$ cat src/rtl/tft_cmd_pkg.sv
// Shared constants and state encoding for the TFT command executor.
package tft_cmd_pkg;

   // Register-command opcodes carried on cmd_opcode
   localparam logic [3:0] OPC_BASE_LO = 4'h1;
   localparam logic [3:0] OPC_BASE_HI = 4'h2;
   localparam logic [3:0] OPC_BGCOL   = 4'h3;
   localparam logic [3:0] OPC_DISPEN  = 4'h4;
   localparam logic [3:0] OPC_FILL    = 4'h5;
   localparam logic [3:0] OPC_LOAD    = 4'hF;

   // Words written by one frame fill (800x480)
   localparam int unsigned FRAME_PIX_DEF = 384000;

   typedef enum logic [1:0] {
      StIdle,
      StLoad,
      StFill
   } state_e;

endpackage

$ cat src/rtl/tft_pix_fifo.sv
// Small synchronous FIFO buffering {address, pixel} write requests.
module tft_pix_fifo #(
   parameter int unsigned WIDTH      = 38,
   parameter int unsigned DEPTH_LOG2 = 2
) (
   input  logic             clk,
   input  logic             nrst,
   input  logic             push,
   input  logic [WIDTH-1:0] push_data,
   input  logic             pop,
   output logic [WIDTH-1:0] head,
   output logic             full,
   output logic             empty
);

   localparam int unsigned Depth = 1 << DEPTH_LOG2;

   logic [WIDTH-1:0]      mem_q [Depth];
   logic [DEPTH_LOG2-1:0] wr_ptr_q;
   logic [DEPTH_LOG2-1:0] rd_ptr_q;
   logic [DEPTH_LOG2:0]   count_q;
   logic                  push_ok;
   logic                  pop_ok;

   assign full    = (count_q == (DEPTH_LOG2 + 1)'(Depth));
   assign empty   = (count_q == '0);
   assign push_ok = push & ~full;
   assign pop_ok  = pop & ~empty;
   // Head is read straight from the storage registers, so it is glitch-free
   assign head    = mem_q[rd_ptr_q];

   // Storage and pointer update; push and pop in one cycle leave count unchanged
   always_ff @(posedge clk or negedge nrst) begin
      if (!nrst) begin
         for (int i = 0; i < int'(Depth); i++) begin
            mem_q[i] <= '0;
         end
         wr_ptr_q <= '0;
         rd_ptr_q <= '0;
         count_q  <= '0;
      end else begin
         if (push_ok) begin
            mem_q[wr_ptr_q] <= push_data;
            wr_ptr_q        <= wr_ptr_q + 1'b1;
         end
         if (pop_ok) begin
            rd_ptr_q <= rd_ptr_q + 1'b1;
         end
         if (push_ok && !pop_ok) begin
            count_q <= count_q + 1'b1;
         end else if (pop_ok && !push_ok) begin
            count_q <= count_q - 1'b1;
         end
      end
   end

endmodule

$ cat src/rtl/tft_cmd_exec.sv
// Decodes UART register commands into TFT control registers, buffers pixel-load
// streams into SDRAM write requests and performs background-colour frame fills.
module tft_cmd_exec
   import tft_cmd_pkg::*;
#(
   parameter int unsigned       ADDR_W          = 22,
   parameter logic [ADDR_W-1:0] FRAME_PIX       = ADDR_W'(FRAME_PIX_DEF),
   parameter int unsigned       FIFO_DEPTH_LOG2 = 2
) (
   input  logic              clk,
   input  logic              nrst,
   input  logic [3:0]        cmd_opcode,
   input  logic [15:0]       cmd_data,
   input  logic              cmd_load,
   input  logic              cmd_dat_update,
   output logic              wr_req,
   output logic [ADDR_W-1:0] wr_addr,
   output logic [15:0]       wr_data,
   input  logic              wr_ack,
   output logic [ADDR_W-1:0] base_addr,
   output logic [15:0]       bg_color,
   output logic              disp_en,
   output logic              busy,
   output logic              ovf_err
);

   localparam int unsigned       FifoW    = ADDR_W + 16;
   localparam logic [ADDR_W-1:0] FillLast = FRAME_PIX - ADDR_W'(1);

   state_e            state_q, state_d;
   logic [ADDR_W-1:0] base_q;
   logic [15:0]       bg_q;
   logic              disp_q;
   logic              load_q;
   logic [ADDR_W-1:0] ptr_q;
   logic              ovf_q;
   logic [ADDR_W-1:0] fill_base_q;
   logic [15:0]       fill_color_q;
   logic [ADDR_W-1:0] fill_cnt_q;

   logic              reg_cmd;
   logic              load_rise;
   logic              load_start;
   logic              fill_start;
   logic              push;
   logic              pop;
   logic              fifo_sel;
   logic              fill_sel;
   logic              fill_adv;
   logic [FifoW-1:0]  fifo_head;
   logic              fifo_full;
   logic              fifo_empty;

   assign reg_cmd    = ~cmd_load & cmd_dat_update;
   assign load_rise  = cmd_load & ~load_q;
   assign load_start = load_rise & (state_q == StIdle);
   assign push       = (state_q == StLoad) & cmd_load & cmd_dat_update;

   // Buffered pixels drain ahead of the fill so a fill never overtakes them
   assign fifo_sel = ~fifo_empty;
   assign fill_sel = (state_q == StFill) & fifo_empty;
   assign pop      = fifo_sel & wr_ack;
   assign fill_adv = fill_sel & wr_ack;

   assign wr_req    = fifo_sel | fill_sel;
   assign busy      = (state_q == StFill) | ~fifo_empty;
   assign base_addr = base_q;
   assign bg_color  = bg_q;
   assign disp_en   = disp_q;
   assign ovf_err   = ovf_q;

   // Write-port mux; idle outputs are forced to zero
   always_comb begin
      wr_addr = '0;
      wr_data = '0;
      if (fifo_sel) begin
         wr_addr = fifo_head[FifoW-1:16];
         wr_data = fifo_head[15:0];
      end else if (fill_sel) begin
         wr_addr = fill_base_q + fill_cnt_q;
         wr_data = fill_color_q;
      end
   end

   // Next-state logic for the IDLE/LOAD/FILL controller
   always_comb begin
      state_d    = state_q;
      fill_start = 1'b0;
      unique case (state_q)
         StIdle: begin
            if (load_rise) begin
               state_d = StLoad;
            end else if (reg_cmd && (cmd_opcode == OPC_FILL)) begin
               state_d    = StFill;
               fill_start = 1'b1;
            end
         end
         StLoad: begin
            if (!cmd_load) begin
               state_d = StIdle;
            end
         end
         StFill: begin
            if (fill_adv && (fill_cnt_q == FillLast)) begin
               state_d = StIdle;
            end
         end
         default: state_d = StIdle;
      endcase
   end

   // State register and cmd_load edge tracker
   always_ff @(posedge clk or negedge nrst) begin
      if (!nrst) begin
         state_q <= StIdle;
         load_q  <= 1'b0;
      end else begin
         state_q <= state_d;
         load_q  <= cmd_load;
      end
   end

   // Control registers written by register commands, in any state
   always_ff @(posedge clk or negedge nrst) begin
      if (!nrst) begin
         base_q <= '0;
         bg_q   <= '0;
         disp_q <= 1'b0;
      end else if (reg_cmd) begin
         case (cmd_opcode)
            OPC_BASE_LO: base_q[15:0]        <= cmd_data;
            OPC_BASE_HI: base_q[ADDR_W-1:16] <= cmd_data[ADDR_W-17:0];
            OPC_BGCOL:   bg_q                <= cmd_data;
            OPC_DISPEN:  disp_q              <= cmd_data[0];
            default: ;
         endcase
      end
   end

   // Load-session write pointer and sticky overflow flag
   always_ff @(posedge clk or negedge nrst) begin
      if (!nrst) begin
         ptr_q <= '0;
         ovf_q <= 1'b0;
      end else if (load_start) begin
         ptr_q <= base_q;
         ovf_q <= 1'b0;
      end else if (push) begin
         if (fifo_full) begin
            ovf_q <= 1'b1;
         end else begin
            ptr_q <= ptr_q + ADDR_W'(1);
         end
      end
   end

   // Fill address/colour are snapshotted at start so later commands do not disturb it
   always_ff @(posedge clk or negedge nrst) begin
      if (!nrst) begin
         fill_base_q  <= '0;
         fill_color_q <= '0;
         fill_cnt_q   <= '0;
      end else if (fill_start) begin
         fill_base_q  <= base_q;
         fill_color_q <= bg_q;
         fill_cnt_q   <= '0;
      end else if (fill_adv) begin
         fill_cnt_q <= fill_cnt_q + ADDR_W'(1);
      end
   end

   tft_pix_fifo #(
      .WIDTH      (FifoW),
      .DEPTH_LOG2 (FIFO_DEPTH_LOG2)
   ) u_fifo (
      .clk       (clk),
      .nrst      (nrst),
      .push      (push),
      .push_data ({ptr_q, cmd_data}),
      .pop       (pop),
      .head      (fifo_head),
      .full      (fifo_full),
      .empty     (fifo_empty)
   );

endmodule

$ cat config.mk
export PLATFORM = sky130hd
export DESIGN_NAME = tft_cmd_exec
export DESIGN_NICKNAME = d
export VERILOG_FILES = /design/src/rtl/tft_cmd_pkg.sv /design/src/rtl/tft_pix_fifo.sv /design/src/rtl/tft_cmd_exec.sv
export SDC_FILE = /design/constraint.sdc
export NUM_CORES = 1
export LEC_CHECK = 0
export CAP_MARGIN = 20
export CORE_MARGIN = 2
export CORE_UTILIZATION = 25
export DETAILED_ROUTE_END_ITERATION = 10
export PLACE_DENSITY_LB_ADDON = 0.1
export SLEW_MARGIN = 20
export SYNTH_ARGS = -nofsm -noshare
export SYNTH_HDL_FRONTEND = slang
export SYNTH_HIERARCHICAL = 1
export SYNTH_SLANG_ARGS = --single-unit
$ cat constraint.sdc
create_clock -name clk -period 3.17 [get_ports clk]
set_input_delay 0.951 -clock clk [delete_from_list [all_inputs] [get_ports clk]]
set_output_delay 0.951 -clock clk [all_outputs]
set_load 0.03 [all_outputs]
==> results of run 1 <==
==> worst reg2reg max path: stages, from the launching register on <==
cell and delay [ps]:
dfrtp_1 380, nor3_2 230, buf_6 150, and3b_4 220
buf_12 180, nand2_2 100, nor2_1 210, nand4_1 220
nor4_1 360, buf_4 180, nor4_1 40
==> cell type report <==
type / count / area [sq um] / share of cell area [%]
clock buffer: 49 / 1020 / 5.40
clock inverter: 11 / 115 / 0.610
inverter: 19 / 75.1 / 0.398
multi-input combinational: 785 / 6840 / 36.3
sequential: 284 / 7110 / 37.7
tap: 748 / 936 / 4.96
timing repair buffer: 266 / 2760 / 14.6
==> layout by cell type, fill, tap and decap left out, types with 5 or more instances in the layout <==
| cell | count |
|---|---|
| a21o_1 | 9 |
| a21oi_1 | 18 |
| a221o_1 | 7 |
| a22o_1 | 23 |
| a31oi_1 | 7 |
| and3_1 | 7 |
| and4_1 | 5 |
| buf_12 | 26 |
| buf_4 | 124 |
| buf_6 | 43 |
| clkbuf_1 | 5 |
| clkbuf_16 | 37 |
| clkbuf_8 | 9 |
| clkdlybuf4s50_1 | 63 |
| clkinv_2 | 6 |
| dfrtp_1 | 282 |
| ha_1 | 23 |
| inv_1 | 17 |
| mux2_2 | 188 |
| mux2_4 | 5 |
| mux4_2 | 38 |
| nand2_1 | 176 |
| nand3_1 | 29 |
| nand4_1 | 12 |
| nor2_1 | 42 |
| nor2_4 | 5 |
| nor3_1 | 7 |
| o211ai_1 | 6 |
| o21a_1 | 5 |
| o21ai_0 | 23 |
| o311ai_0 | 5 |
| or3_1 | 8 |
| xnor2_1 | 9 |
| xor2_1 | 22 |
==> power breakdown <==
group          total [mW]  switching, mW  leakage [nW]  internal [mW]
sequential           5.42          0.801          3.76           4.62
clock                3.99           1.59         0.562           2.40
combinational        5.90           2.78          4.29           3.12
total                15.3           5.17          8.61           10.1
==> cell usage after synthesis, types with 6 or more instances <==
library cell	instances	area, sq um
nand3_1	32	160
xor2_1	23	201
a21o_1	9	67.6
nor2_1	51	191
buf_2	21	105
clkbuf_1	24	90.1
inv_1	18	67.6
mux2_2	188	2120
a22o_1	27	236
a21oi_1	20	100
ha_1	28	350
xnor2_1	14	123
nor3_1	9	45.0
o21ai_0	27	135
buf_6	12	135
a221o_1	7	70.1
o211ai_1	6	45.0
nand2_1	177	664
or3_1	8	50.1
dfrtp_1	284	7110
nand4_1	12	75.1
and3_1	7	43.8
mux4_2	38	856
a31oi_1	11	68.8
==> layer usage <==
metal | share of wire [%] | track usage (%) | wire length [um]
met1 | 48 | 22.7 | 22300
met3 | 4.0 | 2.65 | 1870
met4 | 1.7 | 3.44 | 780
met5 | 0.066 | 0 | 31
met2 | 47 | 26.2 | 21800
==> stage by stage <==
stage          instances  utilization, %
2_1_floorplan       1146               -
3_3_place_gp        2071            30.6
3_5_place_dp        2071            30.6
4_1_cts             2153            33.7
5_1_grt             2162            34.2
6_report            2162            34.2
==> registers in the layout, summed over array words and instances, names as in the netlist, 2 cells and up <==
signal           cells
fill_color_q        16
ptr_q               22
bg_color            16
fill_cnt_q          22
state_q              2
base_addr           22
u_fifo/rd_ptr_q      2
fill_base_q         22
u_fifo/mem_q       152
u_fifo/wr_ptr_q      2
u_fifo/count_q       3
==> logic make-up (layout without fill, tap and decap cells) <==
group / count (synthesis) / after routing / share of synthesized area [%]
fa+ha+maj: 30 / 30 / 2.79
mux: 231 / 231 / 21.8
simple gates: 336 / 336 / 11.4
xor+xnor: 37 / 37 / 2.32
compound gates: 151 / 151 / 7.95
buf+inv: 77 / 345 / 2.93
flops: 284 / 284 / 50.8
==> what timing repair did <==
item | 4_1_cts | 5_1_grt
setup endpoints to repair | 40 | 38
setup buffers | 19 | 7
gates cloned | 3 | 3
gates resized for setup | 97 | 38
pin swaps | 30 | 33
==> how the worst max path moves through the flow <==
stage	start	to	cells past startpoint
final	fill_cnt_q[0]$_DFFE_PN0P_	wr_addr[14]	10
after global routing	fill_cnt_q[0]$_DFFE_PN0P_	wr_addr[14]	10
after CTS	fill_base_q[0]$_DFFE_PN0P_	wr_addr[16]	10
after detailed placement	fill_base_q[0]$_DFFE_PN0P_	wr_addr[16]	10
after global placement	fill_base_q[0]$_DFFE_PN0P_	wr_addr[16]	10
after floorplan	fill_cnt_q[0]$_DFFE_PN0P_	wr_addr[16]	9
==> results.md, run 1 <==
- Clk sink count: 284
- Clock Latency Late Sink: 520 ps
- Setup TNS: -8260 ps
- DR vias/cell: 4.67
- Number of nets in the final layout: 1446
- Worst Skew: 13.0 ps
- Core Area: 0.0552 sq mm
- Seq/Total Area, Yosys: 50.8%
- Peak VDD IR: 0.462 mV
- Setup Viol. Count Final: 31
- CP max stage delay: 490 ps
- Final Cycle Share: 118%
- Overall power: 15.3 mW
- Setup crit start kind: register
- Avg Cell Area, Syn: 12.2 sq um
- DR DRC count: 0
- Max Cap Viol: 0
- CTS Root Cell: clkbuf_16
- HPWL after detailed placement: 32700 um
- Mapped cell area: 0.0140 sq mm
- Number of synthesized flops with an enable pin: 0
- Routability Congestion: 0.756
- Tot GR Track Use: 16.2%
- Longest Clk Path Bufs: 3
- TritonCTS clock tree: done
- Die H: 240 um
- Final-report max-slew violation count: 0
- RR Endpoint: state_q[1]$_DFFE_PN0P_
- Hold WC Path Type: in -> async
- Reg2reg setup slack: 760 ps
- CP arrival: 2800 ps
- Number of port buffers: 104
- Status: finished with violations
- Hold-fix buffers, CTS: 0
- H-tree levels: 2
- Gate Count Post-Synth: 1146
- Drt pass-1 iters: 4
- R2R cell count: 10
- Worst hold margin: 385 ps
- Drt initial violations: 398
- GRT overflow: 0
- Pwr/cell area: 811 mW/mm^2
- FFs w/ async S/R, synth: 100%
- Synth warn: 6
- Critical-path maximum fanout: 4
- Final worst slack: -585 ps
- Largest net degree at the start of global routing: 52
- Minimum clock period: 3750 ps
- CTS Buf Count: 35
- Initial Util: 25.3%
- Row cnt: 86
- Syn_nets: 1201
- Worst-path cell chain: ha_2 > inv_2 > fa_2 > nor2b_4 > o2111ai_4 > a31oi_4 > nor2_2 > or4_4 > nand3_4 > buf_6
- Die width: 240 um
- Fin area: 0.0189 sq mm
- WL final: 46800 um
- Critical Path Slowest Stage Cell: or4_4
- Vias: 10100
- Share of cells above drive strength 1: 39.3%
- Placed cell areas: 0.0169 sq mm
- Final hold violations: 0
- Antenna cells: 0
- Max Fclk: 0.266 GHz
- Antenna Violating Nets Remaining: 0
- Worst-path clk slew: 60 ps
- Vias in the first global route: 10600
- First-pass GRT wire length: 69300 um
- Tightest Pin Transition: 824 ps
- Ports: 105
- Endpoint type of the worst setup path: primary output
- Failing checks: setup timing
- Critical path's top delay family: simple AND/OR/NAND/NOR gates
- DR WL/cell: 21.7 um
- Area grow syn2layout: 34.9%
- Yosys reg bits: 284
- P_leak: 8.61 nW
- Fill cells: 5526
- Post-place setup slack: -366 ps
- Antenna violations before repair: 2
- Worst r2r src: u_fifo/count_q[1]$_DFFE_PN0P_
- RSZ-0062 raised after global routing: yes
- WS Path Type: reg -> out
- Distinct cells, synth: 76
- Slew Limit Headroom: 44.9%
- Most used DFF post-synth: dfrtp_1
- CP required: 2220 ps
- WP buf/inv: 2
- Die area: 0.0578 sq mm
No activity file was read; power rests on OpenSTA's default activity.
==> inputs of run 2 (changes only) <==
CORE_ASPECT_RATIO = 0.7   (was default)
PLACE_DENSITY_LB_ADDON = 0.25   (was 0.1)
==> run 2 against run 1 <==
The flow still finishes with violations (setup timing). Sequential power hardly changed. Global-route usage is 0.57 points lower. Die area hardly changed. Design area is 0.68% higher. Combinational power is 1% lower. Routed wire length is 2.3% lower. Setup slack worse by 64 ps. Largest cell class unchanged. Non-clock buffer count is 8 higher. Register-to-register slack worse by 610 ps. Critical endpoint unchanged. Hold slack worse by 24 ps.
==> results.md, run 2 (synthesis gave the netlist of run 1 again) <==
- Status: finished with violations
- Failing checks: setup timing
- Reg power frac: 35.9% (+0.5 points)
- Met2 routed WL: 19300 um (-11%)
- Area grow syn2layout: 35.8%
- CTS Root Cell: clkbuf_16
- Setup TNS: -11680 ps (-3420 ps)
- Most common cell after layout, fill and taps aside: dfrtp_1
- Die area: 0.0579 sq mm (about the same)
- DR DRC count: 0 (unchanged)
- Minimum clock period: 3820 ps (+64.4 ps)
- Crit path launch: fill_base_q[0]$_DFFE_PN0P_
- Crit path to: wr_addr[14]
- P_leak: 8.66 nW (+0.59%)
- Row cnt: 72 (-16%)
- Reg2reg setup slack: 150 ps (-610 ps)
- H-tree levels: 1 (-1)
- Pwr/cell area: 798 mW/mm^2 (-1.7%)
- Vias: 10300 (+2.3%)
- Max FFs per register: 152 (unchanged)
- Longest Clk Path Bufs: 3 (unchanged)
- Share of cells above drive strength 1: 40.3% (+1.1 points)
- Comb power frac: 38.6% (about the same)
- Largest net degree at the start of global routing: 82 (+58%)
- Worst-path clk slew: 60 ps (about the same)
- Hold WC Path Type: in -> async
- WL final: 45800 um (-2.3%)
- Critical-path maximum fanout: 3 (-1)
- DR WL/cell: 21.2 um (-2.2%)
- P_sw: 5.09 mW (-1.4%)
- Final-report max-slew violation count: 0 (unchanged)
- Drt pass-1 iters: 7 (+3)
- Final hold violations: 0 (unchanged)
- GRT overflow: 0 (unchanged)
- Antenna Violating Nets Remaining: 0 (unchanged)
- Switching Share: 33.6% (-0.12 points)
- Ports: 105 (unchanged)
- Commonest cells after routing, fill and taps aside: 282 x dfrtp_1, 188 x mux2_2, 175 x nand2_1, 123 x buf_4, 63 x clkdlybuf4s50_1
- Wire length on met1: 22300 um (-0.27%)
- Max Fclk: 0.262 GHz (-1.7%)
- Initial Util: 25.3% (about the same)
- CP required: 2220 ps (about the same)
- Top reg by flops: u_fifo/mem_q
- Max Used Layer: met5
- Drt initial violations: 797 (+100%)
- Die width: 287 um (+19%)
- HPWL after detailed placement: 31900 um (-2.3%)
- Tot GR Track Use: 15.6% (-0.57 points)
- Final worst slack: -649 ps (-64.4 ps)
- Tightest Pin Transition: 852 ps (+28.2 ps)
- Setup Viol. Count Final: 38 (+23%)
- DR vias/cell: 4.79 (+2.4%)
- CTS Buf Count: 31 (-11%)
- Hold-fix buffers, CTS: 0 (unchanged)
- RR Endpoint: state_q[1]$_DFFE_PN0P_
- Number of port buffers: 104 (unchanged)
- Routability Congestion: 0.883 (+17%)
- Wire length on met3: 3350 um (+79%)
- Post-route insts no fill: 2160 (-0.093%)
- RSZ-0062 raised after global routing: yes
- Placed cells: 2064 (-0.34%)
- Clock Latency Late Sink: 590 ps (+70 ps)
- Number of nets in the final layout: 1450 (+0.28%)
- Internal power: 10.1 mW (-0.87%)
- Core Area: 0.0552 sq mm (about the same)
- WS Path Type: reg -> out
- Peak VDD IR: 0.427 mV (-7.7%)
- Fill cells: 5452 (-1.3%)
- CP arrival: 2870 ps (+70 ps)
- R2R cell count: 12 (+2)
- Vias in the first global route: 10500 (-0.79%)
- Max Cap Viol: 0 (unchanged)
- Post-place setup slack: -298 ps (+67.5 ps)
- Clock share of power: 25.5% (-0.5 points)
- Endpoint type of the worst setup path: primary output
- Setup crit start kind: register
- Slew Limit Headroom: 43.0% (-1.9 points)
- Worst Skew: 15.5 ps (+2.50 ps)
- Final Cycle Share: 120% (+2.0 points)
- Clk sink count: 284 (unchanged)
- TritonCTS clock tree: done
- Worst r2r src: u_fifo/count_q[1]$_DFFE_PN0P_
- Die H: 202 um (-16%)
- First-pass GRT wire length: 68200 um (-1.6%)
- Antenna violations before repair: 4 (+2)
-- run 2: power groups by stage --
stage	clock, mW	combinational, mW	sequential (mW)
after floorplan	0	3.07	5.34
after global placement	0	5.01	5.46
after detailed placement	0	5.06	5.49
after CTS	3.97	5.70	5.43
after global routing	4.14	6.18	5.58
final	3.87	5.84	5.44
-- run 2: worst max-delay path, stage by stage, from the launching register on --
cell	delay, ps
dfrtp_1	360
ha_2	200
inv_2	40
fa_2	360
nor2b_4	160
o2111ai_4	140
a31oi_2	230
nor2_1	80
or4_4	500
nand3_4	90
buf_6	130
-- run 2: timing repair --
item                       4_1_cts  5_1_grt
pin swaps                       41       23
setup endpoints to repair       40       39
setup buffers                   28       17
gates resized for setup        162       27
cloned                           1        3
-- run 2: worst min-delay path by stage --
stage                                  from                      endpoint  slack [ps]  depth (start not counted)
2_1_floorplan   fill_color_q[0]$_DFFE_PN0P_   fill_color_q[0]$_DFFE_PN0P_         450                          2
3_3_place_gp   fill_color_q[14]$_DFFE_PN0P_  fill_color_q[14]$_DFFE_PN0P_         460                          2
3_5_place_dp    fill_color_q[7]$_DFFE_PN0P_   fill_color_q[7]$_DFFE_PN0P_         460                          2
4_1_cts                                nrst   fill_color_q[6]$_DFFE_PN0P_         380                          1
5_1_grt                                nrst   fill_color_q[1]$_DFFE_PN0P_         400                          1
6_report                               nrst   u_fifo/mem_q[2]$_DFFE_PN0P_         360                          1
-- run 2: cell type report --
cell class                      instances  area [sq um]  area share [%]
Timing Repair Buffer                  274          2850            15.0
Inverter                               19          76.3           0.402
Tap cell                              740           926            4.88
Multi-Input combinational cell        785          6930            36.5
Sequential cell                       284          7110            37.4
Clock buffer                           44           905            4.76
Clock inverter                         13           186           0.982
Antenna cell                            1          2.50          0.0132
-- run 2: per-layer routing --
layer | vias to the layer above | GRT usage (%)
met2 | 252 | 22.6
met5 | - | 0
met4 | 4 | 2.75
met1 | 5375 | 23.2
met3 | 47 | 4.36
li1 | 4661 | -
-- run 2: through the flow --
stage                     util (%)  instance area [sq um]  total power [mW]  hold WS, ps
after CTS                     33.9                  18700              15.1          384
after floorplan                  -                  14000              8.41          447
after global placement        30.5                  16900              10.5          458
after global routing          34.4                  19000              15.9          399
after detailed placement      30.5                  16900              10.6          463
final                         34.4                  19000              15.1          361
==> inputs of run 3 (changes only) <==
CORE_MARGIN = 10   (was 2)
==> run 3 against run 2 <==
Maximum frequency down 0.30%. The flow still finishes with violations (setup timing). Critical endpoint unchanged. Sequential power barely moved. Setup slack got worse by 12 ps. Core utilization is 0.49 points lower. Total power decreased by 1.1%. Non-clock buffer count down 12. Sequential share of layout area is 0.48 points higher. Die area grew 14%. Largest cell class unchanged. Clock power barely moved.
==> results.md, run 3 (synthesis gave the netlist of run 1 again) <==
- Status: finished with violations
- Failing checks: setup timing
- First-pass GRT wire length: 70300 um (+3.0%)
- Commonest cells after routing, fill and taps aside: 281 x dfrtp_1, 188 x mux2_2, 175 x nand2_1, 119 x buf_4, 63 x clkdlybuf4s50_1
- Final Cycle Share: 121% (+0.36 points)
- Fin area: 0.0188 sq mm (-1.3%)
- Setup TNS: -10570 ps (+1110 ps)
- Slew Limit Headroom: 53.1% (+10 points)
- Number of port buffers: 104 (unchanged)
- HPWL after detailed placement: 33100 um (+3.8%)
- RSZ-0062 raised after global routing: yes
- Initial Util: 25.3% (-0.041 points)
- Tot GR Track Use: 14.0% (-1.6 points)
- P_leak: 8.52 nW (-1.6%)
- Worst r2r src: u_fifo/count_q[2]$_DFFE_PN0P_
- CP arrival: 2880 ps (about the same)
- H-tree levels: 1 (unchanged)
- CP required: 2220 ps (about the same)
- WS Path Type: reg -> out
- Most common cell after layout, fill and taps aside: dfrtp_1
- Placed cell areas: 0.0168 sq mm (-0.34%)
- Number of nets in the final layout: 1437 (-0.90%)
- Pwr/cell area: 799 mW/mm^2 (+0.16%)
- Die area: 0.0659 sq mm (+14%)
- Longest Clk Path Bufs: 3 (unchanged)
- Drt pass-1 iters: 5 (-2)
- Setup Viol. Count Final: 35 (-7.9%)
- Max Fclk: 0.261 GHz (-0.30%)
- Worst-path clk slew: 70 ps (about the same)
- Worst Skew: 9.49 ps (-5.97 ps)
- Clock Latency Late Sink: 570 ps (-20 ps)
- Antenna violations before repair: 1 (-3)
- WL final: 47200 um (+3.2%)
- Core Area: 0.0553 sq mm (+0.16%)
- Crit path launch: fill_cnt_q[0]$_DFFE_PN0P_
- Final hold violations: 0 (unchanged)
- TritonCTS clock tree: done
- Largest net degree at the start of global routing: 73 (-11%)
- Final Util: 33.9% (-0.49 points)
- Row cnt: 72 (unchanged)
- Minimum clock period: 3830 ps (+11.5 ps)
- Die width: 303 um (+5.6%)
- Hold WC Path Type: in -> async
- DR vias/cell: 4.78 (-0.12%)
- Vias: 10300 (-0.73%)
- DR DRC count: 0 (unchanged)
- Clk sink count: 284 (unchanged)
- CTS Root Cell: clkbuf_16
- Peak VDD IR: 0.487 mV (+14%)
- Critical-path maximum fanout: 4 (+1)
- Area grow syn2layout: 34.1%
- Endpoint type of the worst setup path: primary output
- Setup crit start kind: register
- DR WL/cell: 22.0 um (+3.8%)
- Final worst slack: -661 ps (-11.5 ps)
- Die H: 218 um (+7.9%)
- Vias in the first global route: 10500 (-0.057%)
- Drt initial violations: 699 (-12%)
- Final-report max-slew violation count: 0 (unchanged)
- CTS Buf Count: 30 (-3.2%)
- Max Cap Viol: 0 (unchanged)
- Routability Congestion: 0.874 (-1.0%)
- Antenna Violating Nets Remaining: 0 (unchanged)
- Max FFs per register: 152 (unchanged)
- Ports: 105 (unchanged)
- Top reg by flops: u_fifo/mem_q
- Tightest Pin Transition: 697 ps (-156 ps)
- Share of cells above drive strength 1: 39.5% (-0.77 points)
- GRT overflow: 0 (unchanged)
- Fill cells: 5473 (+0.39%)
-- run 3: cell types whose count changed in the layout (fill, tap and decap cells not counted), moves of 3 or more --
cell and change:
a22o_1 +4, clkbuf_8 -6, buf_4 -4, clkinv_2 +3
a22o_4 -4, buf_12 -4, clkbuf_16 -3
-- run 3: metrics by stage --
step | hold slack (ps) | setup WS, ps | std cells | total power [mW]
CTS | 380 | -743 | 2132 | 15.0
floorplan | 447 | 4.24 | 1146 | 8.41
detailed placement | 464 | -293 | 2057 | 10.7
finish | 376 | -661 | 2147 | 15.0
global placement | 461 | -293 | 2057 | 10.6
global route | 377 | -773 | 2147 | 15.7
-- run 3: report_power, final --
group	switching, mW	internal (mW)	total, mW
Combinational	2.75	2.93	5.68
Clock	1.54	2.32	3.86
Sequential	0.818	4.62	5.44
-- run 3: layout make-up --
class | instances | area, sq um | area share, %
antenna | 1 | 2.50 | 0.0133
clock inverter | 19 | 258 | 1.37
tap | 740 | 926 | 4.94
multi-input combinational | 785 | 6900 | 36.8
inverter | 19 | 71.3 | 0.380
clock buffer | 37 | 818 | 4.36
timing repair buffer | 262 | 2660 | 14.2
sequential | 284 | 7110 | 37.9
-- run 3: timing repair --
item / 4_1_cts / 5_1_grt
gates cloned: 2 / 0
hold buffers: 0 / 0
setup endpoints to repair: 38 / 38
setup buffers: 18 / 18
gates resized for setup: 127 / 45
hold endpoints to repair: 0 / 0
pin swaps: 31 / 39
-- run 3: worst max-delay path: stages (launching register included) --
cell and delay (ps):
dfrtp_1 360, ha_2 190, inv_2 40, fa_2 360
nor2b_4 160, o2111ai_4 180, a31oi_4 220, nor2_2 60
or4_4 490, nand3_4 100, buf_6 130
-- run 3: worst paths after layout --
| check | cells after the start | end | slack, ps |
|---|---|---|---|
| min in group clk | 2 | fill_color_q[3]$_DFFE_PN0P_ | 480 |
| hold reg to reg | 2 | fill_color_q[3]$_DFFE_PN0P_ | 480 |
| max in group asynchronous | 2 | fill_base_q[14]$_DFFE_PN0P_ | 2010 |
| setup / recovery | 10 | wr_addr[14] | -660 |
| setup reg to reg | 13 | state_q[1]$_DFFE_PN0P_ | 30 |
| hold / removal | 1 | u_fifo/mem_q[72]$_DFFE_PN0P_ | 380 |
-- run 3: layer usage --
layer | vias to the layer above | wire, um | track usage (%)
met5 | - | 0 | 0
met4 | 0 | 774 | 2.34
met3 | 49 | 3480 | 3.73
met2 | 268 | 19600 | 19.7
met1 | 5313 | 23400 | 21.2
li1 | 4634 | - | -
==> edit: new RTL, settings of run 3 <==
Put one more register stage on the output `ovf_err`, cleared by the reset. The value now appears one clock later. The other outputs are not delayed to match.
--- a/src/rtl/tft_cmd_exec.sv
+++ b/src/rtl/tft_cmd_exec.sv
@@ -67,7 +67,13 @@
    assign base_addr = base_q;
    assign bg_color  = bg_q;
    assign disp_en   = disp_q;
-   assign ovf_err   = ovf_q;
+   always_ff @(posedge clk or negedge nrst) begin
+      if (!nrst) begin
+         ovf_err <= '0;
+      end else begin
+         ovf_err <= ovf_q;
+      end
+   end
 
    // Write-port mux; idle outputs are forced to zero
    always_comb begin
Function: same outputs for any inputs over 4 cycles, from zero or initial values and one cycle with nrst low; that may be too few to reach the edited logic, so the function may still have changed.
==> edit against run 3 <==
The flow still finishes with violations (negative setup slack); total power grew 0.46%; sequential cell count up 1; routed wire length decreased by 1.9%; via count up 1.1%; global-route usage fell by 0.61 points; maximum frequency decreased by 2.5%; hold slack lost 0.035 ns; final area grew 2.1%; area after synthesis increased by 0.86%; sequential share of layout area is 0.65 points lower; worst setup slack worse by 0.098 ns; register-to-register slack better by 0.70 ns; utilization grew 0.59 points; critical endpoint is now wr_addr[17].
==> edit: results (changes against run 3) <==
| Metric | Value |
|---|---|
| Net Count, Synth | 1215 (was 1201) |
| Routability cong. | 0.8377 (was 0.8740) |
| Top cells by area, synth | dfrtp_1 51%, mux2_2 14%, mux4_2 6.1% (was dfrtp_1 51%, mux2_2 15%, mux4_2 6.1%) |
| Mux cell area share after synthesis | 0.2176 (was 0.2180) |
| Vias | 10380 (was 10260) |
| Failing checks | negative setup slack (unchanged) |
| GRT Total Usage | 0.1341 (was 0.1402) |
| Synth Area in Compound Gates | 0.08173 (was 0.07948) |
| GR Util met1 | 0.1871 (was 0.2124) |
| Grt met3 use | 0.02611 (was 0.03729) |
| Endpoints failing setup | 37 (was 35) |
| Final non-filler cell total | 2180 (was 2147) |
| Final worst slack | -0.7592 ns (was -0.6608 ns) |
| Post-synthesis sequential area ratio | 0.5058 (was 0.5084) |
| Setup Fix Bufs, Post-CTS | 19 (was 18) |
| Fillers | 5495 (was 5473) |
| Leak | 0.008753 uW (was 0.008524 uW) |
| Wl on met1 | 22160 um (was 23400 um) |
| Met2 usage | 0.2143 (was 0.1971) |
| Worst path max stage delay | 0.52 ns (was 0.49 ns) |
| Top cells by count, synth | 285 x dfrtp_1, 178 x mux2_2, 166 x nand2_1 (was 284 x dfrtp_1, 188 x mux2_2, 177 x nand2_1) |
| DR WL met3 | 1925 um (was 3481 um) |
| Post-DP Area | 17000 um^2 (was 16800 um^2) |
| WP data arrival | 2.98 ns (was 2.88 ns) |
| Status | finished, violations left (unchanged) |
| Post_cts resized | 133 (was 127) |
## edit: layout make-up
| class | count | area share |
|---|---|---|
| Clock buffer | 50 | 0.05289 |
| Clock inverter | 9 | 0.004642 |
| Tap cell | 740 | 0.04838 |
| Multi-Input combinational cell | 790 | 0.3673 |
| Timing Repair Buffer | 288 | 0.1502 |
| Sequential cell | 285 | 0.3728 |
| Inverter | 18 | 0.003726 |
## edit: where the power goes
group          switching, uW  total (uW)  leakage (uW)  internal [uW]
Combinational           2710        5730       0.00442           3020
Sequential               822        5440       0.00378           4610
Clock                   1580        3880      0.000549           2300
Total                   5110       15000       0.00875           9940
## edit: path summary, 6_finish.rpt
path                                    from            endpoint  slack (ns)
max in group asynchronous               nrst  u_fifo/rd_ptr_q[0]        2.02
min in group clk                       ovf_q             ovf_err        0.43
max                           fill_cnt_q[14]         wr_addr[17]       -0.76
max reg2reg                u_fifo/count_q[1]      fill_cnt_q[20]        0.73
min                                     nrst      fill_cnt_q[18]        0.34
min reg2reg                            ovf_q             ovf_err        0.43
